===== config.mk =====
export PLATFORM = sky130hd
export DESIGN_NAME = image_block_sequencer
export DESIGN_NICKNAME = d
export VERILOG_FILES = /design/src/rtl/image_block_sequencer_pkg.sv /design/src/rtl/cipher_out_fifo.sv /design/src/rtl/image_block_sequencer.sv
export SDC_FILE = /design/constraint.sdc
export NUM_CORES = 2
export LEC_CHECK = 0
export ABC_AREA = 1
export CORE_MARGIN = 1
export CORE_UTILIZATION = 50
export DETAILED_ROUTE_END_ITERATION = 8
export DONT_BUFFER_PORTS = 1
export PLACE_DENSITY_LB_ADDON = 0.12
export SETUP_SLACK_MARGIN = 0.3
export SLEW_MARGIN = 20
export SYNTH_ARGS = -nofsm -noshare
export SYNTH_HDL_FRONTEND = slang
export SYNTH_SLANG_ARGS = --single-unit

===== constraint.sdc =====
create_clock -name clk -period 14.2 [get_ports clk]
set_input_delay 2.84 -clock clk [delete_from_list [all_inputs] [get_ports clk]]
set_output_delay 2.84 -clock clk [all_outputs]
set_load 0.05 [all_outputs]

===== src/rtl/image_block_sequencer_pkg.sv =====
// Shared definitions for the image block sequencer and its output FIFO.
package image_block_sequencer_pkg;

   localparam int unsigned DEFAULT_DATA_WIDTH = 256;
   localparam int unsigned DEFAULT_CNT_WIDTH  = 16;
   localparam int unsigned DEFAULT_DEPTH      = 8;

   typedef enum logic [2:0] {
      IDLE,
      WAIT_KEY,
      ISSUE,
      DRAIN,
      FINISH
   } seq_state_t;

   // Bits needed to hold a credit/occupancy value in the range 0..depth.
   function automatic int unsigned credit_bits(input int unsigned depth);
      return $clog2(depth) + 1;
   endfunction

endpackage


===== src/rtl/cipher_out_fifo.sv =====
// Synchronous first-word-fall-through FIFO holding returned ciphertext blocks.
module cipher_out_fifo #(
   parameter int unsigned DEPTH = 8,
   parameter int unsigned WIDTH = 256
) (
   input  logic                     clk,
   input  logic                     reset_n,
   input  logic                     push,
   input  logic [WIDTH-1:0]         push_data,
   input  logic                     pop,
   output logic [WIDTH-1:0]         head_data,
   output logic                     full,
   output logic                     empty,
   output logic [$clog2(DEPTH):0]   count
);

   localparam int unsigned AW = $clog2(DEPTH);
   localparam int unsigned CW = AW + 1;
   localparam logic [CW-1:0] FULL_COUNT = CW'(DEPTH);

   logic [WIDTH-1:0] r_mem [DEPTH];
   logic [AW-1:0]    r_wr_ptr;
   logic [AW-1:0]    r_rd_ptr;
   logic [CW-1:0]    r_count;
   logic             w_do_push;
   logic             w_do_pop;

   assign empty     = (r_count == '0);
   assign full      = (r_count == FULL_COUNT);
   assign count     = r_count;
   assign head_data = r_mem[r_rd_ptr];

   // A pop frees a slot in the same cycle, so a full FIFO can accept a push alongside it.
   assign w_do_pop  = pop && !empty;
   assign w_do_push = push && (!full || w_do_pop);

   // Storage write; contents need no reset since occupancy is tracked separately.
   always_ff @(posedge clk) begin
      if (w_do_push) begin
         r_mem[r_wr_ptr] <= push_data;
      end
   end

   // Pointer and occupancy tracking.
   always_ff @(posedge clk or negedge reset_n) begin
      if (!reset_n) begin
         r_wr_ptr <= '0;
         r_rd_ptr <= '0;
         r_count  <= '0;
      end else begin
         if (w_do_push) begin
            r_wr_ptr <= r_wr_ptr + AW'(1);
         end
         if (w_do_pop) begin
            r_rd_ptr <= r_rd_ptr + AW'(1);
         end
         if (w_do_push && !w_do_pop) begin
            r_count <= r_count + CW'(1);
         end else if (!w_do_push && w_do_pop) begin
            r_count <= r_count - CW'(1);
         end
      end
   end

endmodule


===== src/rtl/image_block_sequencer.sv =====
// Sequences plaintext blocks into a CTR encrypt core under a credit scheme and
// buffers the returned ciphertext for the downstream sink.
module image_block_sequencer
   import image_block_sequencer_pkg::*;
#(
   parameter int unsigned DATA_WIDTH = DEFAULT_DATA_WIDTH,
   parameter int unsigned CNT_WIDTH  = DEFAULT_CNT_WIDTH,
   parameter int unsigned DEPTH      = DEFAULT_DEPTH
) (
   input  logic                  clk,
   input  logic                  reset_n,
   input  logic                  start,
   input  logic [CNT_WIDTH-1:0]  num_blocks,
   input  logic                  key_ready,
   input  logic                  in_valid,
   output logic                  in_ready,
   input  logic [DATA_WIDTH-1:0] in_data,
   output logic                  core_tvalid,
   output logic [DATA_WIDTH-1:0] core_plaintext,
   input  logic                  core_valid,
   input  logic [DATA_WIDTH-1:0] core_ciphertext,
   output logic                  out_valid,
   input  logic                  out_ready,
   output logic [DATA_WIDTH-1:0] out_data,
   output logic                  busy,
   output logic                  done,
   output logic                  overflow
);

   localparam int unsigned CRW = credit_bits(DEPTH);
   localparam logic [CRW-1:0] CREDIT_INIT = CRW'(DEPTH);

   seq_state_t            r_state;
   seq_state_t            w_state_nxt;
   logic [CNT_WIDTH-1:0]  r_remaining;
   logic [CNT_WIDTH-1:0]  r_issued;
   logic [CNT_WIDTH-1:0]  r_returned;
   logic [CNT_WIDTH-1:0]  r_job_len;
   logic [CRW-1:0]        r_credits;
   logic                  r_overflow;

   logic                  w_load;
   logic                  w_can_issue;
   logic                  w_issue;
   logic                  w_pop;
   logic                  w_push;
   logic                  w_drop;
   logic                  w_fifo_full;
   logic                  w_fifo_empty;
   logic [CRW-1:0]        w_fifo_count;

   assign w_load      = (r_state == IDLE) && start;
   assign w_can_issue = (r_state == ISSUE) && key_ready
                        && (r_remaining != '0) && (r_credits != '0);
   assign w_issue     = in_valid && w_can_issue;
   assign w_pop       = !w_fifo_empty && out_ready;

   // A result is accepted only if a block is outstanding and the FIFO has room
   // (a simultaneous pop counts as room); anything else is dropped as overflow.
   assign w_push      = core_valid && (r_returned != r_issued)
                        && (!w_fifo_full || w_pop);
   assign w_drop      = core_valid && !w_push;

   assign in_ready       = w_can_issue;
   assign core_tvalid    = w_issue;
   assign core_plaintext = w_issue ? in_data : '0;
   assign out_valid      = !w_fifo_empty;
   assign busy           = (r_state != IDLE);
   assign done           = (r_state == FINISH);
   assign overflow       = r_overflow;

   cipher_out_fifo #(
      .DEPTH (DEPTH),
      .WIDTH (DATA_WIDTH)
   ) u_out_fifo (
      .clk       (clk),
      .reset_n   (reset_n),
      .push      (w_push),
      .push_data (core_ciphertext),
      .pop       (w_pop),
      .head_data (out_data),
      .full      (w_fifo_full),
      .empty     (w_fifo_empty),
      .count     (w_fifo_count)
   );

   // State register.
   always_ff @(posedge clk or negedge reset_n) begin
      if (!reset_n) begin
         r_state <= IDLE;
      end else begin
         r_state <= w_state_nxt;
      end
   end

   // Next-state decode.
   always_comb begin
      w_state_nxt = r_state;
      case (r_state)
         IDLE: begin
            if (start) begin
               w_state_nxt = (num_blocks == '0) ? FINISH : WAIT_KEY;
            end
         end
         WAIT_KEY: begin
            if (key_ready) begin
               w_state_nxt = ISSUE;
            end
         end
         ISSUE: begin
            if (w_issue && (r_remaining == CNT_WIDTH'(1))) begin
               w_state_nxt = DRAIN;
            end
         end
         DRAIN: begin
            if ((r_returned == r_job_len) && (w_fifo_count == '0)) begin
               w_state_nxt = FINISH;
            end
         end
         FINISH: begin
            w_state_nxt = IDLE;
         end
         default: begin
            w_state_nxt = IDLE;
         end
      endcase
   end

   // Job length latch and issued/returned block counters.
   always_ff @(posedge clk or negedge reset_n) begin
      if (!reset_n) begin
         r_remaining <= '0;
         r_issued    <= '0;
         r_returned  <= '0;
         r_job_len   <= '0;
      end else if (w_load) begin
         r_remaining <= num_blocks;
         r_job_len   <= num_blocks;
         r_issued    <= '0;
         r_returned  <= '0;
      end else begin
         if (w_issue) begin
            r_remaining <= r_remaining - CNT_WIDTH'(1);
            r_issued    <= r_issued + CNT_WIDTH'(1);
         end
         if (w_push) begin
            r_returned <= r_returned + CNT_WIDTH'(1);
         end
      end
   end

   // Credits bound in-flight plus buffered blocks to the FIFO depth.
   always_ff @(posedge clk or negedge reset_n) begin
      if (!reset_n) begin
         r_credits <= CREDIT_INIT;
      end else begin
         case ({w_issue, w_pop})
            2'b10:   r_credits <= r_credits - CRW'(1);
            2'b01:   r_credits <= r_credits + CRW'(1);
            default: r_credits <= r_credits;
         endcase
      end
   end

   // Sticky overflow flag for dropped core results.
   always_ff @(posedge clk or negedge reset_n) begin
      if (!reset_n) begin
         r_overflow <= 1'b0;
      end else if (w_drop) begin
         r_overflow <= 1'b1;
      end
   end

endmodule


==> summary.txt <==
run status: complete, but fails checks
failing checks: max-slew violations
Final Power: 23400 µW
initial core utilization: 50.4%
Tcrit/Tclk final: 59.7%
routed len/inst: 29.4 µm
Root Driver: clkbuf_16
PwrDens: 243 nW/µm²
Routed WL: 279 mm
# IOs: 1053
Leakage: 0.0329 µW
hpwl dp: 169 mm
met1 wire length: 97.3 mm
via/cell ratio: 5.88
# Post-CTS Setup Buffers: 0
via count: 55800
number of global-route vias before repair: 50400
top post-synthesis cells by count: nor2_1 (2140), edfxtp_1 (2048), o21ai_0 (1051)
post-synth top area share: 71.9%
largest net degree at the start of global routing: 299
Critical Setup Path Class: reg2out
All-Layer GR Usage: 31.8%
final core utilization: 56.7%
CTS Buf Count: 214
Final min period: 8.48 ns
initial antenna violation count: 81
Hold Vio Cnt, Final: 0
DRT iter0 DRCs: 5477
die height: 416 µm
Synth cell types: 39
TritonCTS clock tree: done
num rows: 151
post-synthesis mux area share: 0%
first-pass GRT wire length: 386 mm
synthesized net count: 7569
grt total ovfl: 0
DR DRC count: 0
# H-tree levels: 4
Synth Instances: 7019
Critical Path AT: 5.64 ns
RSZ-0062 raised after global routing: no
EDFF count, synth: 2048
post-synthesis sequential area ratio: 74.3%
Core Region: 170000 µm²
# hold bufs at CTS: 0
max_cap viols: 0
synth warn: 0
achievable frequency: 118 MHz
XOR/XNOR share of the synthesized area: 0.522%
layout cell share with drive strength beyond 1: 9.26%
post-cts sizing count: 0
area grow syn2layout: 12.4%
simple-gate portion of the synthesized area: 10.9%
Max Slew Vio Count: 99
Synth area leaders: edfxtp_1 (72%), nor2_1 (9.4%), o21ai_0 (6.1%)
slew margin rel.: -8.85%
Non-Filler Instances: 9493
DP Area: 89200 µm²
CP required: 11.36 ns
Compound-Gate Fraction of Synth Area: 10.2%
fraction of registers with async set/reset: 3.85%
FF+latch count, synth: 2130
met2 WL post-DR: 132 mm
peak supply drop: 211 µV
Syn Area/Cell: 12.2 µm²
port buffer count: 0
Crit. End Element: primary output
met3 routed WL: 24.5 mm
Post-DRT Antenna Nets: 0
Reg clk slew, reported paths: 0.06 ns
critical path launch point type: flip-flop
pin slew with the least headroom to its limit: 1.63 ns
DIE AREA: 173000 µm²
Fin Setup TNS: 0 ns
1st-pass router iterations: 5
Final Skew: 0.0404 ns
most common cell in the netlist: nor2_1
worst-path maximum fanout: 71
largest family of logic cells by synthesized area: simple AND/OR/NAND/NOR gates
most common flop cell mapped by yosys: edfxtp_1
Die Wd: 416 µm
net count reported at finish: 7605
Adder-Cell Fraction of Synth Area: 0.237%
TritonCTS Sinks: 2130
area leader, netlist: edfxtp_1
Top Metal Used: met5
synthesized cell area: 85600 µm²
Longest Clk Path Bufs: 3
post-route cell area: 96200 µm²
placed insts: 9057
final setup fails: 0
HP Class: reg2reg
Clock Latency Late Sink: 0.86 ns
GP Congestion: 1.14
==> power breakdown <==
part	switching (µW)	leakage [µW]	internal, µW
clock network	2360	0.00331	3120
logic	7700	0.0100	2180
registers	239	0.0196	7770
==> sequential cells by signal, summed over array words and instances, names as in the netlist <==
register,flops
u_out_fifo.r_mem,2048
r_remaining,16
r_job_len,16
overflow,1
r_returned,16
r_state,3
u_out_fifo.count,4
u_out_fifo.r_rd_ptr,3
r_issued,16
u_out_fifo.r_wr_ptr,3
r_credits,4
==> cell type report <==
type	count	area [µm²]
repair buffers	270	2320
inverters	341	1320
clock inverters	128	1160
flip-flops and latches	2130	63600
diodes	43	108
multi-input cells	4098	19300
clock buffers	265	5630
well taps	2218	2780
fillers	13800	73500
==> critical path, cell delays in order (launching register included) <==
cell	delay [ns]
dfrtp_4	0.82
buf_4	0.60
buf_4	0.50
buf_4	0.65
buf_4	0.71
o21ai_0	0.20
o22ai_1	0.20
nor2_1	0.06
a31oi_1	0.88
==> path summary, 6_finish.rpt <==
| path | cells past startpoint | end | slack [ns] | from |
|---|---|---|---|---|
| worst min register to register | 1 | u_out_fifo.count[3]$_DFFE_PN0P_ | 0.50 | u_out_fifo.count[3]$_DFFE_PN0P_ |
| worst max-delay path | 8 | out_data[234] | 5.72 | u_out_fifo.r_rd_ptr[0]$_DFFE_PN0N_ |
| worst max register to register | 12 | u_out_fifo.r_mem[1][250]$_DFFE_PP_ | 8.27 | u_out_fifo.count[1]$_DFFE_PN0P_ |
| min in group asynchronous | 0 | r_remaining[2]$_DFFE_PN0P_ | 1.71 | reset_n |
| max in group asynchronous | 0 | r_credits[3]$_DFFE_PN1P_ | 12.15 | reset_n |
| worst min-delay path | 1 | u_out_fifo.count[3]$_DFFE_PN0P_ | 0.50 | u_out_fifo.count[3]$_DFFE_PN0P_ |
==> per-layer routing <==
metal,track usage (%),up-vias
met5,0.667,-
met1,35.6,27600
met2,49.7,2492
met3,10.9,708
li1,-,25000
met4,25.5,40
==> layout by cell type (no fill, tap or decap), types with 8 or more instances in the layout <==
cell type / count
nand4_1: 11
bufinv_16: 17
xnor2_1: 8
ha_1: 13
buf_6: 10
clkinv_2: 34
buf_4: 239
nand2_1: 191
edfxtp_1: 2048
a31oi_2: 80
dfrtp_1: 79
o22ai_1: 257
nor3_1: 28
nand3_1: 52
nor2_4: 8
clkinv_1: 58
clkbuf_1: 46
o211ai_1: 10
xor2_1: 43
diode_2: 43
nor2_1: 2127
a31oi_1: 171
o21ai_0: 1051
inv_1: 336
clkbuf_16: 217
a21oi_1: 13
buf_12: 20
==> kinds of logic after synthesis <==
kind of cell,Yosys count
AOI/OAI and AO/OA,1599
buffers and inverters,791
adders and majority gates,15
xor gates and xnor gates,51
and+or+nand+nor,2433
DFF,2130
==> stage by stage <==
step,hold WS (ns),worst slack [ns]
2_1_floorplan,0.464,-0.812
3_5_place_dp,0.488,5.98
5_1_grt,0.524,5.41
4_1_cts,0.499,5.61
6_report,0.497,5.72
3_3_place_gp,0.482,6.10
Power figures use the tool's default switching activity.
